$ cat src/rtl/pll_underclock_seq_if.sv
// -----------------------------------------------------------------------------
// pll_underclock_seq_if
// PLL reconfiguration management bus (pll_cfg mgmt port) between the
// underclock sequencer and the PLL reconfig block.
//   mgmt_write       write strobe, held with address/data until accepted
//   mgmt_read        read strobe, held with address until accepted
//   mgmt_address     6-bit register address
//   mgmt_writedata   32-bit write payload
//   mgmt_waitrequest backpressure from the PLL reconfig block
//   mgmt_readdata    32-bit read data from the PLL reconfig block
// master: the sequencer side; slave: the PLL reconfig side.
// -----------------------------------------------------------------------------
interface pll_underclock_seq_if;
  logic        mgmt_write;
  logic        mgmt_read;
  logic [5:0]  mgmt_address;
  logic [31:0] mgmt_writedata;
  logic        mgmt_waitrequest;
  logic [31:0] mgmt_readdata;

  modport master (
    output mgmt_write, mgmt_read, mgmt_address, mgmt_writedata,
    input  mgmt_waitrequest, mgmt_readdata
  );

  modport slave (
    input  mgmt_write, mgmt_read, mgmt_address, mgmt_writedata,
    output mgmt_waitrequest, mgmt_readdata
  );
endinterface

$ cat src/rtl/pll_underclock_seq.sv
// -----------------------------------------------------------------------------
// pll_underclock_seq
// Sequences the PLL reconfiguration writes that move the 49.152 MHz core clock
// between native speed and the ~1% underclocked 60 Hz mode. Runs on the 50 MHz
// management clock.
//
// Optional feature macro: PLL_CFG_READBACK_EN
//   defined   -> after the start write, poll status (addr 1) until bit0=1 or
//                POLL_LIMIT reads have been made (sticky timeout_o).
//   undefined -> no polling; mgmt_read and timeout_o are constant 0.
//
// Ports
//   clk_50m_i        management clock
//   reset_ni         asynchronous active-low reset
//   underclock_req_i requested mode, asynchronous (1 = underclock)
//   mgmt             pll_cfg management bus (master modport)
//   busy_o           a reconfiguration sequence is in progress
//   applied_o        mode last fully applied (1 = underclock)
//   timeout_o        sticky status-poll timeout
// -----------------------------------------------------------------------------
module pll_underclock_seq #(
  parameter logic [31:0] FRAC_NATIVE = 32'd3639383488,
  parameter logic [31:0] FRAC_UNDER  = 32'd3262113561,
  parameter int unsigned GAP_CYCLES  = 3,
  parameter int unsigned POLL_LIMIT  = 1023
) (
  input  logic                        clk_50m_i,
  input  logic                        reset_ni,
  input  logic                        underclock_req_i,
  pll_underclock_seq_if.master        mgmt,
  output logic                        busy_o,
  output logic                        applied_o,
  output logic                        timeout_o
);

  typedef enum logic [2:0] {
    ST_IDLE, ST_WR_MODE, ST_GAP, ST_WR_FRAC, ST_WR_START, ST_POLL, ST_DONE
  } state_e;

  localparam logic [15:0] GAP_LAST  = 16'(GAP_CYCLES - 1);
  localparam logic [15:0] POLL_LAST = 16'(POLL_LIMIT - 1);

  logic        s1_q, s2_q, s3_q;
  state_e      state_q, next_q;
  logic [15:0] gap_cnt_q;
  logic        target_q, busy_q, applied_q;
  logic        write_q;
  logic [5:0]  addr_q;
  logic [31:0] data_q;
  logic        unused_readdata_s;

  // The write that follows each accepted write once its gap has elapsed.
  function automatic state_e after_write(input state_e s);
    case (s)
      ST_WR_MODE:  return ST_WR_FRAC;
      ST_WR_FRAC:  return ST_WR_START;
`ifdef PLL_CFG_READBACK_EN
      ST_WR_START: return ST_POLL;
`else
      ST_WR_START: return ST_DONE;
`endif
      default:     return ST_IDLE;
    endcase
  endfunction

`ifdef PLL_CFG_READBACK_EN
  logic        read_q;
  logic [15:0] poll_cnt_q;
  logic        timeout_q;
`endif

  // Request synchronizer; s3 lags s2 so a level must persist two samples to count.
  always_ff @(posedge clk_50m_i or negedge reset_ni) begin
    if (!reset_ni) begin
      s1_q <= 1'b0;
      s2_q <= 1'b0;
      s3_q <= 1'b0;
    end else begin
      s1_q <= underclock_req_i;
      s2_q <= s1_q;
      s3_q <= s2_q;
    end
  end

  // Sequencer FSM with registered bus outputs.
  always_ff @(posedge clk_50m_i or negedge reset_ni) begin
    if (!reset_ni) begin
      state_q   <= ST_IDLE;
      next_q    <= ST_IDLE;
      gap_cnt_q <= 16'd0;
      target_q  <= 1'b0;
      busy_q    <= 1'b0;
      applied_q <= 1'b0;
      write_q   <= 1'b0;
      addr_q    <= 6'd0;
      data_q    <= 32'd0;
`ifdef PLL_CFG_READBACK_EN
      read_q     <= 1'b0;
      poll_cnt_q <= 16'd0;
      timeout_q  <= 1'b0;
`endif
    end else begin
      case (state_q)
        ST_IDLE: begin
          if ((s2_q == s3_q) && (s2_q != applied_q)) begin
            target_q <= s2_q;
            busy_q   <= 1'b1;
            write_q  <= 1'b1;
            addr_q   <= 6'd0;
            data_q   <= 32'd0;
            state_q  <= ST_WR_MODE;
          end
        end
        ST_WR_MODE, ST_WR_FRAC, ST_WR_START: begin
          // Payload stays frozen while the PLL holds waitrequest.
          if (!mgmt.mgmt_waitrequest) begin
            write_q   <= 1'b0;
            addr_q    <= 6'd0;
            data_q    <= 32'd0;
            gap_cnt_q <= GAP_LAST;
            next_q    <= after_write(state_q);
            state_q   <= ST_GAP;
          end
        end
        ST_GAP: begin
          if (gap_cnt_q != 16'd0) begin
            gap_cnt_q <= gap_cnt_q - 16'd1;
          end else begin
            state_q <= next_q;
            case (next_q)
              ST_WR_FRAC: begin
                write_q <= 1'b1;
                addr_q  <= 6'd7;
                data_q  <= target_q ? FRAC_UNDER : FRAC_NATIVE;
              end
              ST_WR_START: begin
                write_q <= 1'b1;
                addr_q  <= 6'd2;
                data_q  <= 32'd0;
              end
`ifdef PLL_CFG_READBACK_EN
              ST_POLL: begin
                read_q     <= 1'b1;
                addr_q     <= 6'd1;
                poll_cnt_q <= 16'd0;
              end
`endif
              default: begin
              end
            endcase
          end
        end
`ifdef PLL_CFG_READBACK_EN
        ST_POLL: begin
          if (read_q) begin
            if (!mgmt.mgmt_waitrequest) begin
              read_q <= 1'b0;
              addr_q <= 6'd0;
              if (mgmt.mgmt_readdata[0]) begin
                state_q <= ST_DONE;
              end else if (poll_cnt_q == POLL_LAST) begin
                timeout_q <= 1'b1;
                state_q   <= ST_DONE;
              end else begin
                poll_cnt_q <= poll_cnt_q + 16'd1;
              end
            end
          end else begin
            // One idle cycle between status reads.
            read_q <= 1'b1;
            addr_q <= 6'd1;
          end
        end
`endif
        ST_DONE: begin
          applied_q <= target_q;
          busy_q    <= 1'b0;
          state_q   <= ST_IDLE;
        end
        default: begin
          state_q <= ST_IDLE;
        end
      endcase
    end
  end

  assign mgmt.mgmt_write     = write_q;
  assign mgmt.mgmt_address   = addr_q;
  assign mgmt.mgmt_writedata = data_q;
  assign busy_o              = busy_q;
  assign applied_o           = applied_q;

`ifdef PLL_CFG_READBACK_EN
  assign mgmt.mgmt_read  = read_q;
  assign timeout_o       = timeout_q;
  assign unused_readdata_s = ^mgmt.mgmt_readdata[31:1];
`else
  assign mgmt.mgmt_read  = 1'b0;
  assign timeout_o       = 1'b0;
  assign unused_readdata_s = ^mgmt.mgmt_readdata;
`endif

endmodule

$ cat src/flat_wrapper.sv
// flat-port wrapper written by rule: the top's interface ports become plain ports
module pll_underclock_seq_flat 
#(
  parameter logic [31:0] FRAC_NATIVE = 32'd3639383488,
  parameter logic [31:0] FRAC_UNDER  = 32'd3262113561,
  parameter int unsigned GAP_CYCLES  = 3,
  parameter int unsigned POLL_LIMIT  = 1023
)
  (clk_50m_i, reset_ni, underclock_req_i, busy_o, applied_o, timeout_o, mgmt_mgmt_write, mgmt_mgmt_read, mgmt_mgmt_address, mgmt_mgmt_writedata, mgmt_mgmt_waitrequest, mgmt_mgmt_readdata);
  pll_underclock_seq_if mgmt_i ();
  input  logic clk_50m_i;
  input  logic reset_ni;
  input  logic underclock_req_i;
  output logic busy_o;
  output logic applied_o;
  output logic timeout_o;
  output wire logic [$bits(mgmt_i.mgmt_write)-1:0] mgmt_mgmt_write;
  output wire logic [$bits(mgmt_i.mgmt_read)-1:0] mgmt_mgmt_read;
  output wire logic [$bits(mgmt_i.mgmt_address)-1:0] mgmt_mgmt_address;
  output wire logic [$bits(mgmt_i.mgmt_writedata)-1:0] mgmt_mgmt_writedata;
  input wire logic [$bits(mgmt_i.mgmt_waitrequest)-1:0] mgmt_mgmt_waitrequest;
  input wire logic [$bits(mgmt_i.mgmt_readdata)-1:0] mgmt_mgmt_readdata;
  assign mgmt_mgmt_write = mgmt_i.mgmt_write;
  assign mgmt_mgmt_read = mgmt_i.mgmt_read;
  assign mgmt_mgmt_address = mgmt_i.mgmt_address;
  assign mgmt_mgmt_writedata = mgmt_i.mgmt_writedata;
  assign mgmt_i.mgmt_waitrequest = mgmt_mgmt_waitrequest;
  assign mgmt_i.mgmt_readdata = mgmt_mgmt_readdata;
  pll_underclock_seq #(.FRAC_NATIVE(FRAC_NATIVE), .FRAC_UNDER(FRAC_UNDER), .GAP_CYCLES(GAP_CYCLES), .POLL_LIMIT(POLL_LIMIT)) u_core (.clk_50m_i(clk_50m_i), .reset_ni(reset_ni), .underclock_req_i(underclock_req_i), .mgmt(mgmt_i), .busy_o(busy_o), .applied_o(applied_o), .timeout_o(timeout_o));
endmodule
$ cat config.mk
export PLATFORM = sky130hd
export DESIGN_NAME = pll_underclock_seq_flat
export DESIGN_NICKNAME = d
export VERILOG_FILES = /design/src/rtl/pll_underclock_seq_if.sv /design/src/rtl/pll_underclock_seq.sv /design/src/flat_wrapper.sv
export SDC_FILE = /design/constraint.sdc
export NUM_CORES = 1
export LEC_CHECK = 0
export CORE_UTILIZATION = 40
export CTS_CLUSTER_DIAMETER = 40
export DETAILED_ROUTE_END_ITERATION = 10
export PLACE_DENSITY = 0.75
export SLEW_MARGIN = 0
export SYNTH_ARGS = -nofsm -noshare
export SYNTH_HDL_FRONTEND = slang
export SYNTH_SLANG_ARGS = --single-unit
$ cat constraint.sdc
create_clock -name clk_50m_i -period 3.4 [get_ports clk_50m_i]
set_clock_uncertainty 0.2 [all_clocks]
set_input_delay 0.34 -clock clk_50m_i [delete_from_list [all_inputs] [get_ports clk_50m_i]]
set_output_delay 0.34 -clock clk_50m_i [all_outputs]
set_load 0.1 [all_outputs]
Word level (Yosys, flattened, before mapping)
Cells that the tools add are included.

word-level totals
  flip-flop bits (word level) = 67
  input bits = 36
  output and inout bits = 43

cells by class
  $add $sub $neg = 1
  eq/ne operators = 15
  muxes and demuxes = 25
  bitwise operators = 1
  reduce and logical (&&, ||, !) cells = 15

operators by type and width
  cell                                                 number
  2-to-1 mux 32 bit                                    3
  one-hot mux 32 bit (3 select lines)                  1
  one-hot mux 32 bit (2 select lines)                  1
  2-to-1 mux 16 bit                                    2
  one-hot mux 16 bit (2 select lines)                  1
  2-to-1 mux 29 bit                                    1
  2-to-1 mux 6 bit                                     3
  one-hot mux 3 bit (3 select lines)                   2
  one-hot mux 6 bit (3 select lines)                   1
  nonzero test 16 bit                                  1
  subtractor 16 x 1 -> 16 bit (second input constant)  1
  one-hot mux 6 bit (2 select lines)                   1
  AND reduction 5 bit                                  2
  == test 3 x 2 -> 1 bit (second input constant)       3
  == test 3 bit (second input constant)                3
  2-to-1 mux 3 bit                                     3
  != test 2 bit (second input constant)                3
  AND reduction 2 bit                                  3
  AND reduction 3 bit                                  2
  2-to-1 mux 1 bit                                     4
  != test 2 x 1 -> 1 bit (second input constant)       2
  nonzero test 2 bit                                   2
  == test 3 x 1 -> 1 bit (second input constant)       1
  logical NOT 3 bit                                    1
  other kinds (10)                                     10

Longest topological paths before layout
Gate-level depths: netlist (run 1).

  depth in word-level cells = 5
  depth in mapped cells = 8
  gate-level depth less buffers = 7

Worst setup path after synthesis (run 1)
OpenSTA, ideal clock, no wires.

  path kind = register to register
  start = register u_core.gap_cnt_q[8]
  end = register u_core.addr_q[0], in the netlist u_core.mgmt.mgmt_address[0]
  setup time = 126 ps
  data arrival time = 2068 ps
  setup slack = 1006 ps
  cell stages (with the launch flop) = 7
  buffers on the path = 1
  clock period less this slack = 2394 ps
  path through = dfrtp_1 > or3_1 > buf_6 > or4_4 > o21ai_4 > nand4_4 > mux2_4

between the ends
  word-level cells in the longest chain between the ends = 3

ends and longest elaborated chain
  item                           RTL line                   text
  from (decl)                    pll_underclock_seq.sv:45   logic [15:0] gap_cnt_q;
  from (signal assigned)         pll_underclock_seq.sv:127  gap_cnt_q <= gap_cnt_q - 16'd1;
  nonzero test 16 bit            pll_underclock_seq.sv:126  if (gap_cnt_q != 16'd0) begin
  != test 2 bit (no line)        n/a
  AND reduction 5 bit (no line)  n/a
  to (signal assigned)           pll_underclock_seq.sv:118  addr_q <= 6'd0;
  to (signal assigned)           pll_underclock_seq.sv:133  addr_q <= 6'd7;
  to (signal assigned)           pll_underclock_seq.sv:138  addr_q <= 6'd2;
  to (decl)                      pll_underclock_seq.sv:48   logic [5:0] addr_q;

No other way between the ends.
A chain may end at the register's enable or synchronous reset.

Worst setup path after layout (run 1)
Same ends and word-level chain as after synthesis.

==> flow_summary_export.csv, run 1 <==
group,metric,value,unit
critical_path,r2r_end,"u_core.mgmt.mgmt_address[0]",
flow_run,drv_cap,0,
finish,drive_gt1_share,15.4,%
detailed_routing,via_per_inst,5.04,
floorplanning,die-area,5200,sq um
detailed_routing,ant_nets,0,
yosys,syn_area_per_cell,9.73,sq um
worst_hold_path,whs_endpoint,"u_core.s2_q",
yosys,synth-main-ff-cell,"dfrtp_1",
floorplanning,core_area,4720,sq um
placed_design,gp_congestion,0.811,
finish,final-seq-area,826,sq um
finish,nets,250,
critical_path,crit_family,"simple AND/OR/NAND/NOR gates",
run_status,status,"finished, final reports clean",
detailed_routing,routedWlPerCell,12.1,um
sta,max_freq,374,MHz
global_routing,grt_max_degree,34,
power_and_ir_drop,leakagePower,0.911,nW
yosys,ys_seq_elements,33,
detailed_routing,first_pass_iters,4,
worst_hold_path,holdCritPathClass,"register to register",
global_routing,overflow,0,
cts,insertion_delay,0.29,ns
power_and_ir_drop,peakVddDrop,227,uV
cts,clk_pin_slew,0.07,ns
finish,multiInputGateArea,843,sq um
cts,cts_hold_buf,0,
critical_path,crit_chain,"or3_1 -> or4_4 -> o21ai_4 -> nand4_4 -> mux2_4",
cts,cts_tree,"built",
sta,period_minus_slack,2.67,ns
worst_hold_path,worstHoldPathCells,0,
placed_design,io_buffer_count,33,
worst_hold_path,hp-start,"u_core.s1_q",
critical_path,worstSetupPathType,"register to register",
sta,tightestPinTransition,0.973,ns
yosys,ys_seq_area_share,42.0,%
floorplanning,die_h,72.1,um
cts,cts_sinks,33,
global_routing,grt_pass1_wl,5.73,mm
detailed_routing,first_iter_violations,57,
cts,h-tree-depth,2,
sta,fin_tns_setup,0,ns
critical_path,critPathRequiredTime,3.37,ns
cts,cts_buffers,5,
yosys,yosysWarnings,0,
yosys,synth_edf_count,0,
critical_path,max_stage_delay,0.58,ns
cts,clockRootBuffer,"clkbuf_8",
critical_path,worst-r2r-cell-count,5,
critical_path,worst-path-buf-inv,0,
sta,report.final.slew_viol_count,0,
floorplanning,ios,79,
critical_path,slowest_stage,"or4_4",
yosys,synthDistinctLibCells,46,
cts,cts_resized,0,
detailed_routing,num_vias,1415,
finish,antennaDiodeCount,0,
placed_design,hpwl,2.39,mm
finish,area_growth,10.5,%
floorplanning,die_x,72.1,um
yosys,syn-instance-count,202,
sta,holdWs,0.154,ns
critical_path,end_kind,"register",
sta,finalSetupViolCount,0,
critical_path,rrSetupSlack,0.73,ns
critical_path,worstPathArrival,2.64,ns
cts,postCtsSetupRepairBufs,0,
detailed_routing,drt_wl_total,3.40,mm
global_routing,globalRouteTotalUtil,14.5,%
critical_path,r2r-start,"u_core.gap_cnt_q[8]",
sta,rsz0062_at_grt,"false",
cts,cts_buffer_depth,2,
detailed_routing,drc_errors,0,
power_and_ir_drop,cellPowerDensity,346,nW/um^2
global_routing,antenna_found_initial,0,
global_routing,grt_pass1_vias,1270,
floorplanning,rows,25,
sta,slew_headroom,34.9,%
critical_path,start_kind,"register",
critical_path,crit_path_max_fanout,12,
sta,final_hold_viol_count,0,
floorplanning,start_util,41.6,%
yosys,synth_area,1970,sq um
critical_path,startpoint,"u_core.gap_cnt_q[8]",
finish,fillCellCount,422,
sta,fin_crit_sh,78.6,%
yosys,ys_async_sr_fraction,100,%
[cell type report]
type	instances	area share, %
Inverter	7	1.21
Multi-Input combinational cell	132	38.8
Clock inverter	2	0.461
Timing Repair Buffer	34	14.3
Tap cell	67	3.86
Clock buffer	6	3.34
Sequential cell	33	38.0
[metal layers]
layer / vias to the layer above / share of wire (%) / GRT usage, %
li1: 679 / - / -
met1: 680 / 47 / 18.4
met2: 49 / 46 / 23.1
met3: 7 / 5.6 / 4.31
met4: 0 / 1.7 / 5.88
met5: - / 0 / 0
[layout by cell type (no fill, tap or decap), types with 4 or more instances in the layout]
cell type and instances:
nand2_1 17, nor3_1 4, xor2_1 4, clkdlybuf4s50_1 22, o21ai_1 4, nor2_1 16, mux2i_1 6, clkbuf_8 5
conb_1 13, a21oi_1 4, nand3_1 7, o211ai_1 5, o21ai_0 6, dfrtp_1 33, inv_1 7, buf_4 12
o31ai_1 4, nand2b_1 4
[registers in the layout, indices dropped and copies added (netlist names), 2 cells and up]
name	cells
u_core.state_q	3
u_core.next_q	3
u_core.gap_cnt_q	16
u_core.mgmt.mgmt_address	2
u_core.mgmt.mgmt_writedata	2
[worst reg2reg max path, stage by stage, from the launching register on]
cell     delay, ns
dfrtp_1       0.42
or3_1         0.48
or4_4         0.58
o21ai_4       0.36
nand4_4       0.19
mux2_4        0.34
[through the flow]
| step | power (mW) | utilization (%) | cell area (sq um) | setup slack [ns] | cells |
|---|---|---|---|---|---|
| 6_report | 0.752 | 46.0 | 2170 | 0.728 | 281 |
| 5_1_grt | 0.783 | 46.0 | 2170 | 0.619 | 281 |
| 4_1_cts | 0.763 | 46.0 | 2170 | 0.728 | 281 |
| 3_5_place_dp | 0.479 | 44.2 | 2090 | 0.749 | 273 |
| 3_3_place_gp | 0.479 | 44.2 | 2090 | 0.776 | 273 |
| 2_1_floorplan | 0.478 | - | 2010 | 1.01 | 214 |
[cell families (layout without fill, tap and decap cells)]
logic type | after synthesis | after routing | synth area share (%)
flops | 33 | 33 | 42.0
simple gates | 67 | 67 | 18.5
xor+xnor | 4 | 4 | 1.78
mux | 10 | 10 | 5.73
compound gates | 37 | 37 | 13.8
fa+ha+maj | 1 | 1 | 0.636
buf+inv | 49 | 49 | 17.4
other cells | 1 | 13 | 0.191
[synth_stat cells (2+ instances only)]
| master | number | area share, % |
|---|---|---|
| o21ai_1 | 4 | 1.0 |
| and3_1 | 2 | 0.64 |
| dfrtp_1 | 33 | 42 |
| nand2b_1 | 4 | 1.3 |
| nand4_1 | 3 | 0.95 |
| xor2_1 | 4 | 1.8 |
| o211ai_1 | 5 | 1.9 |
| a32o_1 | 2 | 1.0 |
| o21ai_0 | 6 | 1.5 |
| mux2i_1 | 6 | 3.1 |
| buf_4 | 37 | 14 |
| mux2_2 | 2 | 1.1 |
| inv_1 | 7 | 1.3 |
| nand2_1 | 17 | 3.2 |
| buf_6 | 2 | 1.1 |
| o31ai_1 | 4 | 1.5 |
| nor3_1 | 4 | 1.0 |
| mux2_4 | 2 | 1.5 |
| clkbuf_1 | 2 | 0.38 |
| and2_1 | 3 | 0.95 |
| nand3_1 | 7 | 1.8 |
| nor2_1 | 16 | 3.1 |
| nor4_1 | 3 | 0.95 |
| o2111ai_1 | 2 | 0.89 |
| a21oi_1 | 4 | 1.0 |
[worst max path at each step]
| stage | to | slack, ns | cells past startpoint |
|---|---|---|---|
| after floorplan | u_core.mgmt.mgmt_address[0] | 1.01 | 6 |
| after global placement | u_core.mgmt.mgmt_writedata[28] | 0.78 | 5 |
| after global routing | u_core.mgmt.mgmt_address[0] | 0.62 | 5 |
| after CTS | u_core.mgmt.mgmt_address[0] | 0.73 | 5 |
| after detailed placement | u_core.mgmt.mgmt_writedata[28] | 0.75 | 5 |
| final | u_core.mgmt.mgmt_address[0] | 0.73 | 5 |
[where the power goes]
part / switching [mW] / total (mW) / internal [mW]
Sequential: 0.000960 / 0.395 / 0.394
Combinational: 0.0714 / 0.0764 / 0.00491
Clock: 0.139 / 0.281 / 0.142
(Power assumes the default switching activity.)
==> run 2, diff against run 1 <==
- clock period: 3.4 -> 2.7 ns (I/O delays scaled with it)
==> flow_summary_export.csv, run 2 (synthesis results as in run 1) <==
group,metric,value,unit
power_and_ir_drop,pwr-share-comb,10.1,%
finish,area_growth,10.4,%
cts,clockRootBuffer,"clkbuf_8",
cts,cts_sinks,33,
detailed_routing,drt_wl_total,3.38,mm
worst_hold_path,holdCritPathClass,"register to register",
sta,period_minus_slack,2.41,ns
global_routing,globalRouteTotalUtil,14.6,%
floorplanning,die_x,72.1,um
finish,drive_gt1_share,26.4,%
power_and_ir_drop,power.total,0.950,mW
critical_path,start_kind,"register",
power_and_ir_drop,peakVddDrop,179,uV
global_routing,grt_max_degree,34,
placed_design,dp_cells,279,
cts,h-tree-depth,2,
sta,finalSetupViolCount,0,
finish,regMostFlops,"u_core.gap_cnt_q",
finish,nets,256,
finish,final-seq-area,826,sq um
sta,report.final.slew_viol_count,0,
power_and_ir_drop,sw_frac_of_total,28.3,%
floorplanning,die_h,72.1,um
finish,antennaDiodeCount,0,
placed_design,io_buffer_count,33,
floorplanning,start_util,41.6,%
critical_path,r2r-start,"u_core.gap_cnt_q[13]",
critical_path,slowest_stage,"or3_2",
critical_path,rrSetupSlack,0.29,ns
finish,layout_commonest_cell,"buf_4",
critical_path,crit_path_end,"u_core.mgmt.mgmt_writedata[28]",
finish,final_cell_mix,"37 x buf_4, 33 x dfrtp_1, 17 x nand2_1, 16 x nor2_1, 13 x conb_1",
cts,cts_resized,0,
critical_path,max_stage_delay,0.53,ns
cts,cts_buffer_depth,2,
finish,largest_register_ff_count,16,
cts,postCtsSetupRepairBufs,0,
detailed_routing,via_per_inst,4.90,
sta,holdWs,0.156,ns
placed_design,placed_area,2090,sq um
critical_path,crit_chain,"or3_2 -> or4_4 -> o21ai_4 -> nand4_4 -> mux2_4",
cts,cts_hold_buf,0,
detailed_routing,first_iter_violations,89,
placed_design,hpwl,2.48,mm
finish,multiInputGateArea,843,sq um
placed_design,place_ws,0.298,ns
sta,fin_crit_sh,89.4,%
run_status,status,"finished, final reports clean",
sta,final_hold_viol_count,0,
cts,insertion_delay,0.29,ns
sta,rsz0062_at_grt,"false",
finish,final_util,45.9,%
critical_path,r2r_end,"u_core.mgmt.mgmt_writedata[28]",
global_routing,overflow,0,
placed_design,gp_congestion,0.779,
cts,cts_buffers,5,
power_and_ir_drop,leakagePower,0.958,nW
sta,max_freq,414,MHz
global_routing,grt_pass1_wl,5.74,mm
floorplanning,rows,25,
detailed_routing,drc_errors,0,
power_and_ir_drop,intPower,0.681,mW
sta,setup_ws,0.285,ns
power_and_ir_drop,power_switching,0.269,mW
finish,postLayoutCellArea,2170,sq um
global_routing,antenna_found_initial,0,
cts,cts_tree,"built",
floorplanning,core_area,4720,sq um
detailed_routing,ant_nets,0,
power_and_ir_drop,cellPowerDensity,438,nW/um^2
flow_run,drv_cap,0,
critical_path,worst-path-buf-inv,0,
finish,fin_cells,287,
finish,fillCellCount,447,
critical_path,critPathRequiredTime,2.67,ns
critical_path,startpoint,"u_core.gap_cnt_q[13]",
critical_path,crit_path_max_fanout,5,
detailed_routing,num_vias,1407,
floorplanning,die-area,5200,sq um
global_routing,grt_pass1_vias,1262,
cts,clk_pin_slew,0.07,ns
critical_path,worst-r2r-cell-count,5,
finish,largestRegisters,"u_core.gap_cnt_q: 16 flops, u_core.next_q: 3 flops, u_core.state_q: 3 flops",
sta,fin_tns_setup,0,ns
floorplanning,ios,79,
critical_path,crit_cells,5,
detailed_routing,routedWlPerCell,11.8,um
detailed_routing,first_pass_iters,4,
power_and_ir_drop,pwr-share-clk,37.5,%
critical_path,crit_family,"simple AND/OR/NAND/NOR gates",
power_and_ir_drop,p_seq_share,52.4,%
critical_path,end_kind,"register",
critical_path,worstPathArrival,2.39,ns
critical_path,worstSetupPathType,"register to register",
run 2: area by class of cell:
type / instances / area share [%]
clock buffer: 6 / 3.34
clock inverter: 2 / 0.461
inverter: 7 / 1.21
multi-input combinational: 132 / 38.9
sequential: 33 / 38.1
tap: 67 / 3.86
timing repair buffer: 40 / 14.2
run 2: worst register-to-register path, cell delays in order, from the launching register on:
cell and delay, ns:
dfrtp_1 0.39, or3_2 0.53, or4_4 0.49, o21ai_4 0.21, nand4_4 0.14, mux2_4 0.33
run 2: layer usage:
| layer | routed length (um) | share of wire [%] | GRT usage (%) | vias up |
|---|---|---|---|---|
| li1 | - | - | - | 696 |
| met1 | 1560 | 46 | 18.0 | 665 |
| met2 | 1590 | 47 | 22.5 | 40 |
| met3 | 162 | 4.8 | 4.44 | 6 |
| met4 | 77 | 2.3 | 8.50 | 0 |
| met5 | 0 | 0 | 0 | - |
run 2: how the worst min path moves through the flow:
| stage | startpoint | end | cells past startpoint |
|---|---|---|---|
| global placement | u_core.s1_q | u_core.s2_q | 0 |
| finish | u_core.s1_q | u_core.s2_q | 0 |
| CTS | u_core.s1_q | u_core.s2_q | 0 |
| detailed placement | u_core.s1_q | u_core.s2_q | 0 |
| floorplan | reset_ni | u_core.applied_o | 0 |
| global route | u_core.s1_q | u_core.s2_q | 0 |
run 2: power groups by stage:
| stage | clock [mW] | sequential (mW) | combinational [mW] |
|---|---|---|---|
| detailed placement | 0 | 0.507 | 0.0967 |
| floorplan | 0 | 0.507 | 0.0949 |
| global route | 0.388 | 0.498 | 0.101 |
| global placement | 0 | 0.507 | 0.0966 |
| CTS | 0.366 | 0.498 | 0.0967 |
| finish | 0.356 | 0.498 | 0.0960 |
